==> config.mk <==
export PLATFORM = sky130hd
export DESIGN_NAME = commit_stage_flat
export DESIGN_NICKNAME = d
export VERILOG_FILES = /design/src/rtl/commit_stage_if.sv /design/src/rtl/commit_stage.sv /design/src/flat_wrapper.sv
export SDC_FILE = /design/constraint.sdc
export NUM_CORES = 1
export LEC_CHECK = 0
export ABC_AREA = 0
export BUFFER_PORTS_ARGS = -buffer_cell sky130_fd_sc_hd__clkbuf_2
export CORE_MARGIN = 2
export CORE_UTILIZATION = 48
export CTS_CLUSTER_DIAMETER = 60
export CTS_CLUSTER_SIZE = 8
export DETAILED_ROUTE_END_ITERATION = 8
export GPL_TIMING_DRIVEN = 0
export PLACE_DENSITY = 0.85
export SLEW_MARGIN = 20
export SYNTH_ARGS = -nofsm -noshare
export SYNTH_HDL_FRONTEND = slang
export SYNTH_SLANG_ARGS = --single-unit
==> constraint.sdc <==
create_clock -name clk -period 3.9 [get_ports clk]
set_input_delay 0.195 -clock clk [delete_from_list [all_inputs] [get_ports clk]]
set_output_delay 0.195 -clock clk [all_outputs]
set_load 0.05 [all_outputs]
==> src/rtl/commit_stage_if.sv <==
// Commit-stage bundle: EC pipeline register outputs, register-file write port,
// data-memory store handshake and status/forwarding outputs.
interface commit_stage_if;
   logic        mem_store_EC;
   logic        reg_write_en_EC;
   logic [3:0]  reg_write_addr_EC;
   logic [11:0] execute_result_EC;
   logic [11:0] instruction_EC;
   logic [9:0]  pc_plus_1_EC;
   logic        dmem_ack;

   logic        rf_we;
   logic [3:0]  rf_waddr;
   logic [11:0] rf_wdata;
   logic        dmem_req;
   logic [7:0]  dmem_addr;
   logic [11:0] dmem_wdata;
   logic        stall_commit;
   logic        fwd_valid;
   logic [3:0]  fwd_addr;
   logic [11:0] fwd_data;
   logic [9:0]  commit_pc;
   logic [15:0] retire_count;
   logic        timeout_err;

   modport master (
      output mem_store_EC, reg_write_en_EC, reg_write_addr_EC, execute_result_EC,
             instruction_EC, pc_plus_1_EC, dmem_ack,
      input  rf_we, rf_waddr, rf_wdata, dmem_req, dmem_addr, dmem_wdata,
             stall_commit, fwd_valid, fwd_addr, fwd_data, commit_pc,
             retire_count, timeout_err
   );

   modport slave (
      input  mem_store_EC, reg_write_en_EC, reg_write_addr_EC, execute_result_EC,
             instruction_EC, pc_plus_1_EC, dmem_ack,
      output rf_we, rf_waddr, rf_wdata, dmem_req, dmem_addr, dmem_wdata,
             stall_commit, fwd_valid, fwd_addr, fwd_data, commit_pc,
             retire_count, timeout_err
   );
endinterface

==> src/rtl/commit_stage.sv <==
// Final pipeline stage: retires one instruction per commit cycle, runs stores over
// a req/ack handshake. Define COMMIT_TIMEOUT_EN to bound the wait for dmem_ack.
//
// state | meaning
// IDLE  | commits non-store instructions combinationally; a store launches a request
// STORE | dmem_req held; commits on ack (or on timeout when enabled)
module commit_stage #(
   parameter logic [11:0] NOP            = 12'hB11,
   parameter int          TIMEOUT_CYCLES = 16
) (
   input logic          clk,
   input logic          rst,
   commit_stage_if.slave bus
);

   typedef enum logic {IDLE, STORE} state_t;

   state_t      state;
   logic        commit;
   logic        timeout_hit;
   logic        dmem_req_q;
   logic [7:0]  dmem_addr_q;
   logic [11:0] dmem_wdata_q;
   logic [9:0]  commit_pc_q;
   logic [15:0] retire_count_q;

`ifdef COMMIT_TIMEOUT_EN
   logic [15:0] wait_cnt;
   logic        timeout_err_q;

   assign timeout_hit = (state == STORE) && !bus.dmem_ack &&
                        (wait_cnt == 16'(TIMEOUT_CYCLES - 1));

   always_ff @(posedge clk or negedge rst) begin
      if (!rst) begin
         wait_cnt      <= '0;
         timeout_err_q <= 1'b0;
      end else begin
         if (state == IDLE)
            wait_cnt <= '0;
         else if (!bus.dmem_ack)
            wait_cnt <= wait_cnt + 16'd1;
         if (timeout_hit)
            timeout_err_q <= 1'b1;
      end
   end

   assign bus.timeout_err = timeout_err_q;
`else
   assign timeout_hit     = 1'b0;
   assign bus.timeout_err = 1'b0;
`endif

   always_comb begin
      commit = 1'b0;
      case (state)
         IDLE:    commit = !bus.mem_store_EC;
         STORE:   commit = bus.dmem_ack || timeout_hit;
         default: commit = 1'b0;
      endcase
   end

   // Gated by rst so no write strobe escapes while reset is held.
   assign bus.rf_we        = rst & commit & bus.reg_write_en_EC;
   assign bus.rf_waddr     = bus.reg_write_addr_EC;
   assign bus.rf_wdata     = bus.execute_result_EC;
   assign bus.fwd_valid    = bus.rf_we;
   assign bus.fwd_addr     = bus.rf_waddr;
   assign bus.fwd_data     = bus.rf_wdata;
   assign bus.stall_commit = !commit;

   always_ff @(posedge clk or negedge rst) begin
      if (!rst) begin
         state          <= IDLE;
         dmem_req_q     <= 1'b0;
         dmem_addr_q    <= '0;
         dmem_wdata_q   <= '0;
         commit_pc_q    <= '0;
         retire_count_q <= '0;
      end else begin
         if (commit) begin
            commit_pc_q <= bus.pc_plus_1_EC;
            if (bus.instruction_EC != NOP)
               retire_count_q <= retire_count_q + 16'd1;
         end
         case (state)
            IDLE: begin
               if (bus.mem_store_EC) begin
                  state        <= STORE;
                  dmem_req_q   <= 1'b1;
                  dmem_addr_q  <= bus.instruction_EC[7:0];
                  dmem_wdata_q <= bus.execute_result_EC;
               end
            end
            STORE: begin
               if (commit) begin
                  state      <= IDLE;
                  dmem_req_q <= 1'b0;
               end
            end
            default: begin
               state      <= IDLE;
               dmem_req_q <= 1'b0;
            end
         endcase
      end
   end

   assign bus.dmem_req     = dmem_req_q;
   assign bus.dmem_addr    = dmem_addr_q;
   assign bus.dmem_wdata   = dmem_wdata_q;
   assign bus.commit_pc    = commit_pc_q;
   assign bus.retire_count = retire_count_q;

endmodule

==> src/flat_wrapper.sv <==
// flat-port wrapper written by rule: the top's interface ports become plain ports
module commit_stage_flat 
#(
   parameter logic [11:0] NOP            = 12'hB11,
   parameter int          TIMEOUT_CYCLES = 16
)
  (clk, rst, bus_mem_store_EC, bus_reg_write_en_EC, bus_reg_write_addr_EC, bus_execute_result_EC, bus_instruction_EC, bus_pc_plus_1_EC, bus_dmem_ack, bus_rf_we, bus_rf_waddr, bus_rf_wdata, bus_dmem_req, bus_dmem_addr, bus_dmem_wdata, bus_stall_commit, bus_fwd_valid, bus_fwd_addr, bus_fwd_data, bus_commit_pc, bus_retire_count, bus_timeout_err);
  commit_stage_if bus_i ();
  input logic clk;
  input logic rst;
  input wire logic [$bits(bus_i.mem_store_EC)-1:0] bus_mem_store_EC;
  input wire logic [$bits(bus_i.reg_write_en_EC)-1:0] bus_reg_write_en_EC;
  input wire logic [$bits(bus_i.reg_write_addr_EC)-1:0] bus_reg_write_addr_EC;
  input wire logic [$bits(bus_i.execute_result_EC)-1:0] bus_execute_result_EC;
  input wire logic [$bits(bus_i.instruction_EC)-1:0] bus_instruction_EC;
  input wire logic [$bits(bus_i.pc_plus_1_EC)-1:0] bus_pc_plus_1_EC;
  input wire logic [$bits(bus_i.dmem_ack)-1:0] bus_dmem_ack;
  output wire logic [$bits(bus_i.rf_we)-1:0] bus_rf_we;
  output wire logic [$bits(bus_i.rf_waddr)-1:0] bus_rf_waddr;
  output wire logic [$bits(bus_i.rf_wdata)-1:0] bus_rf_wdata;
  output wire logic [$bits(bus_i.dmem_req)-1:0] bus_dmem_req;
  output wire logic [$bits(bus_i.dmem_addr)-1:0] bus_dmem_addr;
  output wire logic [$bits(bus_i.dmem_wdata)-1:0] bus_dmem_wdata;
  output wire logic [$bits(bus_i.stall_commit)-1:0] bus_stall_commit;
  output wire logic [$bits(bus_i.fwd_valid)-1:0] bus_fwd_valid;
  output wire logic [$bits(bus_i.fwd_addr)-1:0] bus_fwd_addr;
  output wire logic [$bits(bus_i.fwd_data)-1:0] bus_fwd_data;
  output wire logic [$bits(bus_i.commit_pc)-1:0] bus_commit_pc;
  output wire logic [$bits(bus_i.retire_count)-1:0] bus_retire_count;
  output wire logic [$bits(bus_i.timeout_err)-1:0] bus_timeout_err;
  assign bus_i.mem_store_EC = bus_mem_store_EC;
  assign bus_i.reg_write_en_EC = bus_reg_write_en_EC;
  assign bus_i.reg_write_addr_EC = bus_reg_write_addr_EC;
  assign bus_i.execute_result_EC = bus_execute_result_EC;
  assign bus_i.instruction_EC = bus_instruction_EC;
  assign bus_i.pc_plus_1_EC = bus_pc_plus_1_EC;
  assign bus_i.dmem_ack = bus_dmem_ack;
  assign bus_rf_we = bus_i.rf_we;
  assign bus_rf_waddr = bus_i.rf_waddr;
  assign bus_rf_wdata = bus_i.rf_wdata;
  assign bus_dmem_req = bus_i.dmem_req;
  assign bus_dmem_addr = bus_i.dmem_addr;
  assign bus_dmem_wdata = bus_i.dmem_wdata;
  assign bus_stall_commit = bus_i.stall_commit;
  assign bus_fwd_valid = bus_i.fwd_valid;
  assign bus_fwd_addr = bus_i.fwd_addr;
  assign bus_fwd_data = bus_i.fwd_data;
  assign bus_commit_pc = bus_i.commit_pc;
  assign bus_retire_count = bus_i.retire_count;
  assign bus_timeout_err = bus_i.timeout_err;
  commit_stage #(.NOP(NOP), .TIMEOUT_CYCLES(TIMEOUT_CYCLES)) u_core (.clk(clk), .rst(rst), .bus(bus_i));
endmodule
Word level (Yosys, flattened, before mapping)
Index checks and enable logic that the tools add are counted.
- register bits: 48
- word-level logic and storage cells: 25
- output and inout port bits: 83
- input bits: 43
- muxes and demuxes: 7
- equality and inequality tests: 3
- reductions and logical operators: 5
- bitwise logic cells: 3
- add/subtract/negate cells: 1
- operators by type and width (cell ; count):
    $add 16x1->16 const B ; 1
    $ne 12x12->1 const B ; 1
    $pmux 1 s2 ; 3
    $reduce_and 2->1 ; 3
    $mux 1 ; 4
    $ne 2x2->1 const B ; 2
    $and 1x1->1 ; 2
    $logic_not 1->1 ; 2
    $not 1->1 ; 1

Depth between registers and ports, before layout
- word-level depth: 4
- depth in mapped cells: 5
- gate-level depth less buffers: 5

Worst setup path before layout
No wires, ideal clock.
- kind: register to output
- start: reg u_core.state
- end: out bus_rf_we
- slack: 2.017 ns
- data required time: 3.705 ns
- stages on the path, launching flop included: 6
- arrival time: 1.688 ns
- path buffers: 2
- cells stage by stage: dfrtp_1 > or2_4 > nand2_1 > buf_2 > and3_1 > buf_4
- cells in the longest elaborated chain, start to end: 4
- ends and longest elaborated chain (item ; RTL line ; text):
    from (decl) ; commit_stage.sv:18 ; state_t state;
    from (signal assigned) ; commit_stage.sv:74 ; state <= IDLE;
    from (signal assigned) ; commit_stage.sv:89 ; state <= STORE;
    from (signal assigned) ; commit_stage.sv:97 ; state <= IDLE;
    $not 1->1 ; commit_stage.sv:56 ; case (state)
    $pmux 1 s2 * ; commit_stage.sv:56 ;
    $and 1x1->1 * (2 in a row) ; commit_stage.sv:64 ; assign bus.rf_we = rst & commit & bus.reg_write_en_EC;
    to (decl) ; flat_wrapper.sv:18 ; output wire logic [$bits(bus_i.rf_we)-1:0] bus_rf_we;
Every way passes the cells marked *; elsewhere a longest branch is shown, timed or not.

Worst setup path in the final report
- start: in rst
- end: out bus_rf_we
- cells in the longest elaborated chain, start to end: 2
- ends and longest elaborated chain (item ; RTL line ; text):
    from (decl) ; flat_wrapper.sv:10 ; input logic rst;
    $and 1x1->1 (2 in a row) ; commit_stage.sv:64 ;
No other way between the ends.

==> impl_metrics.toml <==
[clock_tree]
cts_hold_buf = 1
cts_buffers = 5
clk_latency_ps = 290
htree_levels = 2
clk_transition_reported_paths_ps = 80
post_cts_buffers = 0
ctsResizeCount = 0
clockRootBuffer = "clkbuf_8"
cts.sinks = 48
clockBufferDepth = 2
cts_tree = "done"

[finish]
layout_fillers = 384
flow.area_growth_from_synthesis_pct = 33.7
drive_gt1_share_pct = 63.6
diodes = 0
seqCellArea_um2 = 1200
finish.net_count = 356
multiInputGateArea_um2 = 785

[floorplanning]
floorplan.initialDensity_pct = 49.1
floorplan.core_area_um2 = 4660
die-area_um2 = 5330
die_h_um = 73.0
die_x_um = 73.0
io-pin-count = 126
placement_rows = 25

[routing]
wirelength_mm = 4.76
drt-vias-per-instance = 4.78
dr.first_iter.drc_count = 77
vias = 1756
drt-pass1-iter-count = 4
antenna_left = 0
drt_drc_violations_left = 0
detail_route.wl_per_cell_um = 13.0

[synth]
syn-num-nets = 228
synth-seq-area-share_pct = 52.5
synth_seq_cells = 48
synth_ff_type = "dfrtp_1"
postSynthAreaPerCell_um2 = 12.4
netlist_instances = 184
synth-edff-count = 0
postSynth.asyncResetShare_pct = 100
netlist-cell-type-count = 22
syn_area_um2 = 2290
synth_warnings = 0

[sta]
clock_skew_ps = 4.40
post-route-worst-setup-slack_ps = 1750
fmax_mhz = 464
timing.hold.ws_ps = 120
timing_max_transition_violations_final = 0
tightest_slew_ps = 645
post-route-period-util_pct = 55.2
max_slew_headroom_pct = 57.0
finalWorstPathRequiredPeriod_ps = 2150
rsz0062_at_grt = "no"
tns_ps = 0
hold_vio_cnt_final = 0
timing.final.setup_violations = 0

[power_and_ir_drop]
vdd_drop_max_v = 0.000449
power_density_nw_per_um2 = 607
fin_total_pwr_mw = 1.86
static_leakage_nw = 1.58

[placed_design]
detailedPlace.worstSlack_ps = 2150
buffer_ports.inserted = 120
gpl.final_weighted_congestion = 0.787
hpwlAfterDp_mm = 3.72

[critical_path]
critical_path.max_fanout = 49
timing.critical_path.cells = "dlygate4sd3_1 > clkbuf_4 > and3_1 > buf_4 > clkbuf_2"
setup.worst_path.start_class = "input port"
r2r_setup_slack_ps = 2340
crit_type = "input port to output pin"
cp_slowest_cell = "clkbuf_4"
worstPathRequired_ps = 3700
worst_setup_path_end_kind = "output pin"
arrival_ps = 1960
max_stage_delay_ps = 560

[global_routing]
grt_first_pass_wirelength_mm = 7.41
globalRouteTotalUtil_pct = 18.0
vias_in_the_first_global_route = 1593
grt_antenna_before_repair = 0
global_route.overflow_total = 0
grt_max_degree = 50

[min_path]
holdCritPathClass = "input port to register"

[outcome]
run_status = "complete, no violations"

[flow_run]
max_cap_viol_count = 0
path summary, 6_finish.rpt:
kind,start,endpoint,cells past startpoint
setup reg to reg,u_core.bus.retire_count[0],u_core.bus.retire_count[8],5
hold / removal,bus_dmem_ack,u_core.bus.dmem_req,2
max in group asynchronous,rst,u_core.bus.dmem_addr[4],2
min in group asynchronous,rst,u_core.bus.commit_pc[3],2
hold reg to reg,u_core.bus.retire_count[15],u_core.bus.retire_count[15],1
setup / recovery,rst,bus_rf_we,5
power by group:
group / internal [mW] / leakage [nW] / switching [mW]
clock network: 0.145 / 0.0455 / 0.148
registers: 0.611 / 0.581 / 0.0848
logic: 0.235 / 0.952 / 0.632
total: 0.991 / 1.58 / 0.865
synth_stat cells (all sizes together) (2+ instances only):
cell	instances	area (um^2)
nor2	5	18.8
xnor2	15	131
nand4	3	18.8
a2111oi	2	55.1
buf	39	283
and3	4	25.0
dfrtp	48	1200
nor4bb	2	20.0
nand3	15	75.1
nand2	7	26.3
mux2	31	349
inv	5	18.8
critical path: cells and delay by family:
kind                   cells  cell delay, ps
buffers and inverters      4            1460
and+or+nand+nor            1             290
placed cells by master (no fill, tap or decap):
cell type	count
nor4b_1	1
and2b_2	1
clkbuf_4	1
nand4_1	3
conb_1	1
nor2_1	5
clkbuf_2	119
nand3_1	15
ha_1	1
dfrtp_1	48
clkbuf_1	2
o22ai_1	1
xnor2_1	15
mux2_1	1
mux2_2	30
dlygate4sd3_1	1
nand3b_1	1
clkbuf_8	6
and3_1	4
buf_2	4
or2_4	1
nand2_1	7
nor4bb_1	2
buf_4	35
inv_1	5
and4_1	1
a2111oi_4	2
sequential cells by signal, summed over array words and instances, names as in the netlist:
signal,count
u_core.bus.retire_count,16
u_core.bus.dmem_req,1
u_core.bus.dmem_addr,8
u_core.bus.commit_pc,10
u_core.bus.dmem_wdata,12
u_core.state,1
cell families (layout without fill, tap and decap cells):
group,after synthesis,in the layout,synth area share (%)
xor gates and xnor gates,15,15,5.74
other,1,1,0.164
buffers and inverters,44,173,13.2
AOI/OAI and AO/OA,3,3,2.68
DFF,48,48,52.5
adders and majority gates,1,1,0.547
muxes,31,31,15.3
and+or+nand+nor,41,41,9.90
through the flow:
stage | area, um^2 | util, % | cells
final | 3060 | 65.6 | 367
after global placement | 2960 | 63.4 | 358
after CTS | 3060 | 65.6 | 367
after detailed placement | 2960 | 63.5 | 358
after floorplan | 2290 | - | 184
after global routing | 3060 | 65.6 | 367
final cells by class:
class,instances,area share (%)
sequential,48,39.3
multi-input combinational,92,25.7
timing repair buffer,121,20.0
buffer,39,9.25
clock buffer,8,2.95
tap,54,2.21
inverter,5,0.614
per-layer routing:
| metal | wire [um] | GRT usage [%] | share of wire (%) |
|---|---|---|---|
| met5 | 0 | 0 | 0 |
| met4 | 23 | 4.32 | 0.48 |
| met3 | 266 | 4.28 | 5.6 |
| met2 | 2550 | 31.6 | 54 |
| met1 | 1920 | 22.1 | 40 |
(Power assumes the default switching activity.)
